$ cat src/rtl/riscv_ctrl_pipe.sv
// RV32I main decoder with EX/MEM/WB control pipeline registers, load-use hazard
// bubbling, external stall and flush with a deferred-flush latch.
module riscv_ctrl_pipe #(
  parameter int ALUOP_W    = 3,
  parameter int EN_M_EXT   = 0,
  parameter int REG_ADDR_W = 5,
  parameter int CNT_W      = 16
) (
  input  logic                  clk,
  input  logic                  reset,
  input  logic                  in_valid,
  output logic                  in_ready,
  input  logic [6:0]            opcode,
  input  logic [6:0]            funct7,
  input  logic [REG_ADDR_W-1:0] rd,
  input  logic [REG_ADDR_W-1:0] rs1,
  input  logic [REG_ADDR_W-1:0] rs2,
  input  logic                  stall,
  input  logic                  flush,
  output logic                  ex_valid,
  output logic                  mem_valid,
  output logic                  wb_valid,
  output logic                  ex_branch,
  output logic                  ex_alusrc,
  output logic                  ex_mux_inp,
  output logic [ALUOP_W-1:0]    ex_aluop,
  output logic [REG_ADDR_W-1:0] ex_rd,
  output logic                  mem_memread,
  output logic                  mem_memwrite,
  output logic [1:0]            wb_memtoreg,
  output logic                  wb_reg_write,
  output logic                  illegal_instr,
  output logic                  hazard,
  output logic [CNT_W-1:0]      bubble_cnt
);

  logic               d_branch, d_memread, d_memwrite, d_alusrc, d_reg_write, d_mux_inp;
  logic [1:0]         d_memtoreg;
  logic [ALUOP_W-1:0] d_aluop;
  logic               legal, uses_rs1, uses_rs2;

  logic               ex_memread, ex_memwrite, ex_reg_write;
  logic [1:0]         ex_memtoreg;
  logic [1:0]         mem_memtoreg;
  logic               mem_reg_write;
  logic               flush_pending;

  logic               eff_flush, load_ex, take_illegal, count_bubble;

  always_comb begin
    d_branch    = 1'b0;
    d_memread   = 1'b0;
    d_memwrite  = 1'b0;
    d_alusrc    = 1'b0;
    d_reg_write = 1'b0;
    d_mux_inp   = 1'b0;
    d_memtoreg  = 2'b11;
    d_aluop     = '0;
    legal       = 1'b1;
    uses_rs1    = 1'b1;
    uses_rs2    = 1'b0;
    case (opcode)
      7'b0110011: begin
        d_memtoreg = 2'b00; d_reg_write = 1'b1; uses_rs2 = 1'b1;
        if (funct7 == 7'b0000001) begin
          if (EN_M_EXT != 0) d_aluop = ALUOP_W'(3'b111);
          else               legal   = 1'b0;
        end
      end
      7'b0010011: begin
        d_memtoreg = 2'b00; d_alusrc = 1'b1; d_reg_write = 1'b1; d_aluop = ALUOP_W'(3'b001);
      end
      7'b0000011: begin
        d_memtoreg = 2'b01; d_alusrc = 1'b1; d_reg_write = 1'b1; d_aluop = ALUOP_W'(3'b010);
        d_memread  = 1'b1;
      end
      7'b0100011: begin
        d_alusrc = 1'b1; d_aluop = ALUOP_W'(3'b011); d_memwrite = 1'b1; uses_rs2 = 1'b1;
      end
      7'b1100011: begin
        d_memtoreg = 2'b00; d_aluop = ALUOP_W'(3'b100); d_branch = 1'b1; uses_rs2 = 1'b1;
      end
      7'b1101111: begin
        d_memtoreg = 2'b10; d_alusrc = 1'b1; d_reg_write = 1'b1; d_aluop = ALUOP_W'(3'b101);
        uses_rs1   = 1'b0;
      end
      7'b1100111: begin
        d_memtoreg = 2'b10; d_alusrc = 1'b1; d_reg_write = 1'b1; d_aluop = ALUOP_W'(3'b001);
        d_mux_inp  = 1'b1;
      end
      7'b0110111: begin
        d_memtoreg = 2'b10; d_alusrc = 1'b1; d_reg_write = 1'b1; d_aluop = ALUOP_W'(3'b110);
        uses_rs1   = 1'b0;
      end
      7'b0010111: begin
        d_memtoreg = 2'b10; d_alusrc = 1'b1; d_reg_write = 1'b1;
        uses_rs1   = 1'b0;
      end
      default: legal = 1'b0;
    endcase
  end

  assign hazard = in_valid & ex_valid & ex_memread & (ex_rd != '0) &
                  ((uses_rs1 & (ex_rd == rs1)) | (uses_rs2 & (ex_rd == rs2)));
  assign in_ready     = !stall & !hazard;
  assign eff_flush    = flush | flush_pending;
  assign load_ex      = !eff_flush & !hazard & in_valid & legal;
  assign take_illegal = !eff_flush & !hazard & in_valid & !legal;
  assign count_bubble = !eff_flush & hazard & (bubble_cnt != '1);

  // Every stage that is not valid carries bubble controls, so the outputs need no gating.
  always_ff @(posedge clk or posedge reset) begin
    if (reset) begin
      ex_valid      <= 1'b0;
      ex_branch     <= 1'b0;
      ex_memread    <= 1'b0;
      ex_memwrite   <= 1'b0;
      ex_alusrc     <= 1'b0;
      ex_reg_write  <= 1'b0;
      ex_mux_inp    <= 1'b0;
      ex_memtoreg   <= 2'b11;
      ex_aluop      <= '0;
      ex_rd         <= '0;
      mem_valid     <= 1'b0;
      mem_memread   <= 1'b0;
      mem_memwrite  <= 1'b0;
      mem_memtoreg  <= 2'b11;
      mem_reg_write <= 1'b0;
      wb_valid      <= 1'b0;
      wb_memtoreg   <= 2'b11;
      wb_reg_write  <= 1'b0;
      illegal_instr <= 1'b0;
      bubble_cnt    <= '0;
      flush_pending <= 1'b0;
    end else if (stall) begin
      illegal_instr <= 1'b0;
      if (flush) flush_pending <= 1'b1;
    end else begin
      mem_valid     <= ex_valid;
      mem_memread   <= ex_memread;
      mem_memwrite  <= ex_memwrite;
      mem_memtoreg  <= ex_memtoreg;
      mem_reg_write <= ex_reg_write;
      wb_valid      <= mem_valid;
      wb_memtoreg   <= mem_memtoreg;
      wb_reg_write  <= mem_reg_write;
      flush_pending <= 1'b0;
      illegal_instr <= take_illegal;
      if (count_bubble) bubble_cnt <= bubble_cnt + CNT_W'(1);
      if (load_ex) begin
        ex_valid     <= 1'b1;
        ex_branch    <= d_branch;
        ex_memread   <= d_memread;
        ex_memwrite  <= d_memwrite;
        ex_alusrc    <= d_alusrc;
        ex_reg_write <= d_reg_write;
        ex_mux_inp   <= d_mux_inp;
        ex_memtoreg  <= d_memtoreg;
        ex_aluop     <= d_aluop;
        ex_rd        <= rd;
      end else begin
        ex_valid     <= 1'b0;
        ex_branch    <= 1'b0;
        ex_memread   <= 1'b0;
        ex_memwrite  <= 1'b0;
        ex_alusrc    <= 1'b0;
        ex_reg_write <= 1'b0;
        ex_mux_inp   <= 1'b0;
        ex_memtoreg  <= 2'b11;
        ex_aluop     <= '0;
        ex_rd        <= '0;
      end
    end
  end

endmodule

$ cat config.mk
export PLATFORM = sky130hd
export DESIGN_NAME = riscv_ctrl_pipe
export DESIGN_NICKNAME = d
export VERILOG_FILES = /design/src/rtl/riscv_ctrl_pipe.sv
export SDC_FILE = /design/constraint.sdc
export NUM_CORES = 1
export LEC_CHECK = 0
export CORE_UTILIZATION = 47
export DETAILED_ROUTE_END_ITERATION = 12
export HOLD_SLACK_MARGIN = 0.06
export PLACE_DENSITY_LB_ADDON = 0.25
export SLEW_MARGIN = 20
export SYNTH_ARGS = -nofsm -noshare
export SYNTH_HDL_FRONTEND = slang
export SYNTH_SLANG_ARGS = --single-unit
$ cat constraint.sdc
create_clock -name clk -period 2.6 [get_ports clk]
set_input_delay 0.65 -clock clk [delete_from_list [all_inputs] [get_ports clk]]
set_output_delay 0.65 -clock clk [all_outputs]
set_load 0.01 [all_outputs]
# Yosys cells after proc, flatten, opt, wreduce, memory -nomap -nowiden
# Cells that the tools add are included.
# classes
addsub,1
eq_ne,14
muxes,25
n_bitwise,16
n_reduce_logical,14
# ops
op,count
$eq 7x6->1 const B,3
$eq 7x7->1 const B,3
$mux 1,19
$pmux 3 s6,1
$add 16x1->16 const B,1
$ne 16x16->1 const B,1
$eq 7x5->1 const B,2
$reduce_or 7->1,2
$and 1x1->1,13
$eq 5x5->1,2
$reduce_or 3->1,3
$reduce_or 8->1,1
$eq 7x1->1 const B,1
$eq 7x2->1 const B,1
$pmux 2 s3,1
$mux 5,1
$reduce_bool 5->1,1
$logic_not 1->1,4
$reduce_or 4->1,1
$mux 3,1
$mux 2,1
$ne 2x1->1 const B,1
$or 1x1->1,2
$pmux 1 s2,1
other kinds (3),3
# word_totals
register_bits,45
out_inout_bits,38
word_cells,91

# Depth between registers and ports, before layout
# Gate-level depths: netlist (run 1).
# depth
depth_word,11
mapped_depth,8
mapped_depth_nobuf,6

# Worst setup path after synthesis (run 1)
# No wires, ideal clock.
# synth_timing
path_type,input -> output
start,input port opcode[2]
end,output port in_ready
arrival_time_ns,1.995
required_ns,1.950
slack_ns,-0.045
path_stages,6
n_path_buf,1
path_cell_list,clkbuf_1 > and4b_1 > and3_1 > nor4_4 > or2_1 > nor2_1
# synth_via
elab_chain_cells,8
# synth_lines
element,line,rtl
from (decl),13,"input logic [6:0] opcode,"
$eq 7x5->1 (tied with other cells),62,case (opcode)
$reduce_or 3->1 (no source line),-,
$mux 1,62,
$and 1x1->1,104,((uses_rs1 & (ex_rd == rs1)) | (uses_rs2 & (ex_rd == rs2)));
$or 1x1->1 (*),104,
$and 1x1->1 (*),103,assign hazard = in_valid & ex_valid & ex_memread & (ex_rd != '0) &
via hazard,33,"output logic hazard,"
$logic_not 1->1 (*),105,assign in_ready = !stall & !hazard;
$and 1x1->1 (*),105,
to (decl),12,"output logic in_ready,"
# Mark *: on every way through the listed nets, which the timed path passes. The rest lies on a longest branch.

# Final worst setup path (run 1)
# layout_timing
start,input port opcode[1]
end,output port hazard
# layout_via
elab_chain_cells,6
# layout_lines
element,line
$eq 7x5->1 (tied with other cells),62
$reduce_or 3->1 (no source line),-
$mux 1,62
$and 1x1->1,104
$or 1x1->1 (*),104
$and 1x1->1 (*),103
to (decl),33
# Mark *: on every way between the ends. The rest lies on a longest branch, timed or not.

==> results of run 1 <==
per-stage QoR:
step	instance area (µm²)	utilization [%]	total power, W	hold slack, ps	setup TNS [ps]
2_1_floorplan	2360	-	0.000809	441	0
3_3_place_gp	3330	69.6	0.000908	452	-4660
3_5_place_dp	3330	69.6	0.000912	458	-5990
4_1_cts	3510	73.3	0.00146	472	-69.8
5_1_grt	3540	73.9	0.00151	487	-160
6_report	3540	73.9	0.00145	476	-74.1
cells by family after synthesis:
family	synth area share, %
adder cells (fa/ha/maj)	0.532
AND/OR/NAND/NOR	17.3
flip-flops	48.2
multiplexers	4.31
buffers and inverters	3.56
AO/OA/AOI/OAI	16.5
XOR/XNOR	9.68
placed cells by master (no fill, tap or decap), types with 7 or more instances in the layout:
master           count
mux2_2               8
nor3_1               8
buf_4               31
dfrtp_1             38
clkdlybuf4s50_1     51
dlygate4sd2_1       10
a22o_1               8
a32o_1               7
nor2_1              10
xnor2_1             23
nand2_1              9
o2111ai_1            7
registers in the layout, indices dropped and copies added, names as in the netlist, 2 cells and up:
name / count
mem_memtoreg: 2
ex_aluop: 3
ex_memtoreg: 2
ex_rd: 5
bubble_cnt: 16
wb_memtoreg: 2
timing repair:
action                     in CTS  in global routing
pin swaps                      20                  8
setup endpoints to repair       2                  2
resized for setup              58                  9
setup buffers                   4                  4
power breakdown:
| part | total [W] | switching [W] | internal (W) | leakage (nW) |
|---|---|---|---|---|
| Sequential | 0.000718 | 0.00000491 | 0.000713 | 0.604 |
| Combinational | 0.000182 | 0.0000863 | 0.0000954 | 0.897 |
| Clock | 0.000548 | 0.000234 | 0.000313 | 0.0585 |
tightest hold or removal path, cell delays in order (launching register included):
cell     delay [ps]
dfstp_2         370
inv_1            60
a32oi_1          50
routing by layer:
metal	GRT usage, %	routed length [µm]	up-vias
met4	9.15	84	0
met3	6.08	315	11
li1	-	-	1022
met5	0	0	-
met1	34.2	2730	1020
met2	36.1	2740	70
how the worst max path moves through the flow:
stage	cells after the start	slack, ps	endpoint
floorplan	6	7	in_ready
global placement	6	-690	hazard
detailed placement	6	-710	hazard
CTS	6	-50	hazard
global route	6	-90	hazard
finish	7	-40	hazard
layout make-up:
class                           count  area (µm²)
Timing Repair Buffer              107         972
Fill cell                         351        1250
Multi-Input combinational cell    152        1200
Clock inverter                      1        30.0
Sequential cell                    45        1130
Inverter                            7        26.3
Tap cell                           67        83.8
Clock buffer                        7        86.3
==> impl_results.md, run 1 <==
- Hpwl dp: 4060 µm
- Initial antenna violation count: 0
- Critical-path top delay cell: a311o_1
- Cell taking the most area after synthesis: dfrtp_1
- Via density per instance: 5.50
- Reg2Reg Depth: 7
- Status: finished, violations left
- Hold Path Cell Cnt: 2
- CTS Hold Bufs: 0
- CP cell instances: buf_6 -> and2_4 -> a311o_1 -> nor4_4 -> or2_4 -> buf_6 -> buf_6
- Synth Net Count: 253
- Setup ws final: -44.5 ps
- Synth warnings: 0
- Max Transition Viols Final: 0
- Max cap viols: 0
- Vias in the first global route: 2037
- RR Endpoint: ex_rd[0]
- Pre-antenna DRT Iters: 4
- Most frequent cell on the critical path: buf_6
- Crit share post-route: 102%
- Clock skew: 7.25 ps
- Distinct cell type count after synthesis: 44
- Slowest stage delay, CP: 380 ps
- DRC: 0
- P_leak: 1.56 nW
- WP buf/inv: 3
- Top-count cell post-synth: dfrtp_1
- Min cycle time layout: 2640 ps
- CTS Root Cell: clkbuf_8
- Die width: 72.8 µm
- Synth Register Bits: 45
- Worst-path clk slew: 90 ps
- Synth Area per Inst: 10.8 µm²
- Number of flops mapped to enable cells by yosys: 0
- CP required: 1950 ps
- Core Box Area: 4790 µm²
- Starting density of the core: 49.2%
- Hold Path End: ex_memtoreg[1]
- # IOs: 72
- Post-placement worst setup slack: -714 ps
- Gr ovfl total: 0
- Largest net degree at the start of global routing: 31
- Failing checks: setup timing
- Final cell count without fillers: 386
- Dpl cells: 370
- Peak VDD IR: 0.265 mV
- Nets: 353
- Startpoint type of the worst setup path: input pin
- Worst R2R Setup Slack: 360 ps
- Total GRT Usage: 24.3%
- Clk sinks: 45
- Maximum fanout along the worst path: 4
- Die area: 5290 µm²
- Crit path max-delay family: simple AND/OR/NAND/NOR gates
- Top post-synthesis cells by count: dfrtp_1, xnor2_1, nor2_1
- Hold Path Class: flop to flop
- Hold_sp: ex_memtoreg[1]
- CP Launch Point: opcode[1]
- CTS Buf Count: 5
- Port bufs: 71
- ANT nets after route: 0
- Endpoint class of the critical path: output pin
- Sequential fraction of the synthesis area: 48.2%
- Synth top area share: 41.5%
- Synth area leaders: dfrtp_1, xnor2_1, dfstp_2
- P per Cell Area: 409 nW/µm²
- Slew headroom: 68.1%
- Clock buffer depth: 2
- Rows: 25
- Fmax: 378 MHz
- Final WL: 5880 µm
- DRT iter0 DRCs: 135
- Top_reg_cell synth: dfrtp_1
- Routability cong.: 0.907
- CTS tree: yes
- Launch point of the worst reg-to-reg path: ex_rd[0]
- Mapped Cells: 218
- Critical path class: input pin to output pin
- DR vias: 2123
- Height of the die: 72.8 µm
- First-pass GRT wire length: 9780 µm
- RSZ-0062 raised after global routing: yes
- Worst-margin pin slew: 477 ps
- Crit path DAT: 1990 ps
- Antenna cells: 0
- Synthesized area: 2350 µm²
- Final hold vios: 0
- Fraction of registers with async set/reset: 100%
- Avg WL per Cell: 15.2 µm
- Area growth from synthesis to layout: 50.3%
- H-tree Lvls: 2
- Clk_lat worst skew: 300 ps
- Share of cells above drive strength 1: 26.0%
- # setup viols final: 2
No activity file was read; power rests on OpenSTA's default activity.
==> run 2, diff against run 1 <==
- SETUP_SLACK_MARGIN: unset -> 0.2
==> run 2 against run 1 <==
Compared with the run above:
- the run still ends with setup timing left
- sequential share of layout area rose by 0.080 points
- die area unchanged
- wire length grew 2.7%
- count of clock-buffer cells in the layout down 1
- non-clock buffer count is 1 higher
- cell count rose by 0.26%
- largest power group unchanged
- core utilization is 0.18 points lower
- combinational power hardly changed
- maximum frequency rose by 0.87%
==> impl_results.md, run 2 (same netlist as run 1, synthesis figures left out) <==
- Biggest regs: bubble_cnt: 16 flops, ex_rd: 5 flops, ex_aluop: 3 flops
- Clock skew: 14.3 ps (+7.05 ps)
- Port bufs: 71 (unchanged)
- Failing checks: setup timing
- Critical path class: input pin to output pin
- Final Cell Area: 3530 µm² (-0.25%)
- CP cell instances: dlygate4sd2_1 -> buf_6 -> nor2_4 -> nand3_2 -> nor4_4 -> or2_4 -> nor2_4 -> buf_6
- Antenna cells: 0 (unchanged)
- Most common cell after layout, fill and taps aside: clkdlybuf4s50_1
- H-tree Lvls: 2 (unchanged)
- Multi-input logic area: 1200 µm² (-0.42%)
- Filler instances: 355 (+1.1%)
- DRC: 0 (unchanged)
- Dpl cells: 373 (+0.81%)
- Worst-path clk slew: 80 ps (about the same)
- Slowest stage delay, CP: 300 ps (-80 ps)
- P per Cell Area: 402 nW/µm² (-1.7%)
- Hold Path Class: flop to flop
- Vias in the first global route: 2112 (+3.7%)
- Status: finished, violations left
- Worst R2R Setup Slack: 340 ps (-20 ps)
- Core Box Area: 4790 µm² (unchanged)
- # setup viols final: 1 (-1)
- Hpwl dp: 4260 µm (+4.9%)
- First-pass GRT wire length: 9760 µm (-0.29%)
- DRT iter0 DRCs: 163 (+21%)
- Endpoint class of the critical path: output pin
- Pre-antenna DRT Iters: 5 (+1)
- CTS tree: yes
- Final hold vios: 0 (unchanged)
- Height of the die: 72.8 µm (unchanged)
- Gr ovfl total: 0 (unchanged)
- Die width: 72.8 µm (unchanged)
- Clk sinks: 45 (unchanged)
- Worst-margin pin slew: 388 ps (-89.4 ps)
- CTS Buf Count: 5 (unchanged)
- Share of cells above drive strength 1: 24.7% (-1.3 points)
- Largest net degree at the start of global routing: 46 (+48%)
- Fmax: 381 MHz (+0.87%)
- Storage element area: 1130 µm² (unchanged)
- CP Launch Point: opcode[3]
- Crit share post-route: 101% (-0.87 points)
- RSZ-0062 raised after global routing: yes
- Min cycle time layout: 2620 ps (-22.7 ps)
- Routability cong.: 0.866 (-4.5%)
- RR Endpoint: ex_rd[0]
- Launch point of the worst reg-to-reg path: ex_rd[0]
- Clock buffer depth: 2 (unchanged)
- Area growth from synthesis to layout: 50.0%
- P_leak: 1.56 nW (+0.20%)
- Rows: 25 (unchanged)
- DR vias: 2133 (+0.47%)
- WP buf/inv: 3 (unchanged)
- Critical-path top delay cell: nor4_4
- Via density per instance: 5.51 (+0.21%)
- Initial antenna violation count: 0 (unchanged)
- CTS Root Cell: clkbuf_8
- Critical Path Stages: 8 (+1)
- Max cap viols: 0 (unchanged)
- Crit path max-delay family: simple AND/OR/NAND/NOR gates
- Final cell count without fillers: 387 (+0.26%)
- Total GRT Usage: 24.4% (+0.16 points)
- CP required: 1950 ps (about the same)
- Startpoint type of the worst setup path: input pin
- Max Transition Viols Final: 0 (unchanged)
- Starting density of the core: 49.2% (unchanged)
- Avg WL per Cell: 15.6 µm (+2.4%)
- Die area: 5290 µm² (unchanged)
- Largest Register: bubble_cnt
- # IOs: 72 (unchanged)
- Peak VDD IR: 0.233 mV (-12%)
- Dpl cell area: 3360 µm² (+0.79%)
- Clk_lat worst skew: 300 ps (about the same)
- Maximum fanout along the worst path: 8 (+4)
- Setup crit end: in_ready
- Nets: 354 (+0.28%)
- Slew headroom: 73.5% (+5.3 points)
- Setup ws final: -21.7 ps (+22.7 ps)
- Final WL: 6030 µm (+2.7%)
- Largest register FFs: 16 (unchanged)
- Reg2Reg Depth: 10 (+3)
- ANT nets after route: 0 (unchanged)
- Crit path DAT: 1970 ps (-20 ps)
- Commonest non-fill, non-tap cells in the layout: clkdlybuf4s50_1, dfrtp_1, buf_4
## run 2: cell types whose count changed in the layout (fill, tap and decap cells not counted), sizes merged
cell           delta
buf               -4
clkdlybuf4s15     +1
clkinv            +1
dlygate4sd2       +3
## run 2: metal layers
metal	vias to the layer above	global-route usage (%)	wire, µm
met4	0	7.41	87
met5	-	0	0
met3	11	4.70	300
met2	70	38.6	2870
li1	1024	-	-
met1	1028	34.2	2780
## run 2: what timing repair did
action,in CTS,in global routing
gates resized for setup,35,14
pin swaps,18,8
gates cloned,0,0
buffers inserted,3,3
hold buffers,0,0
endpoints found under the setup margin,21,2
## run 2: how the worst min path moves through the flow
| stage | start | end | slack, ps | depth (start not counted) |
|---|---|---|---|---|
| finish | ex_memtoreg[1] | ex_memtoreg[1] | 480 | 2 |
| global route | ex_memtoreg[0] | ex_memtoreg[0] | 510 | 2 |
| CTS | ex_memtoreg[0] | ex_memtoreg[0] | 470 | 2 |
| detailed placement | ex_memtoreg[0] | ex_memtoreg[0] | 460 | 2 |
| global placement | ex_memtoreg[1] | ex_memtoreg[1] | 460 | 2 |
| floorplan | ex_memtoreg[0] | ex_memtoreg[0] | 440 | 2 |
## run 2: per-stage QoR
step	utilization, %	power (W)	setup TNS (ps)	setup slack, ps	hold WS (ps)
detailed placement	70.1	0.000916	-5790	-735	462
finish	73.8	0.00142	-21.7	-21.7	480
floorplan	-	0.000813	0	53.7	441
CTS	73.0	0.00143	-13.9	-13.9	474
global route	73.8	0.00147	-123	-70.5	508
global placement	70.1	0.000912	-5530	-732	455
## run 2: layout make-up
cell class / instances / area share (%)
multi-input cells: 152 / 34.0
flip-flops and latches: 45 / 32.2
repair buffers: 108 / 27.7
well taps: 67 / 2.38
clock buffers: 6 / 2.06
clock inverters: 2 / 0.993
inverters: 7 / 0.744
## run 2: worst register-to-register path, delay by kind of cell (launching register included)
kind	cells	cell delay, ps
AOI/OAI and AO/OA	1	250
DFF	1	460
and+or+nand+nor	3	590
xor gates and xnor gates	1	130
buffers and inverters	5	720
## run 2: power by group
part	switching (W)	internal (W)	total, W	leakage, nW
logic	0.0000868	0.0000945	0.000181	0.903
registers	0.00000506	0.000713	0.000718	0.604
clock network	0.000235	0.000285	0.000520	0.0552
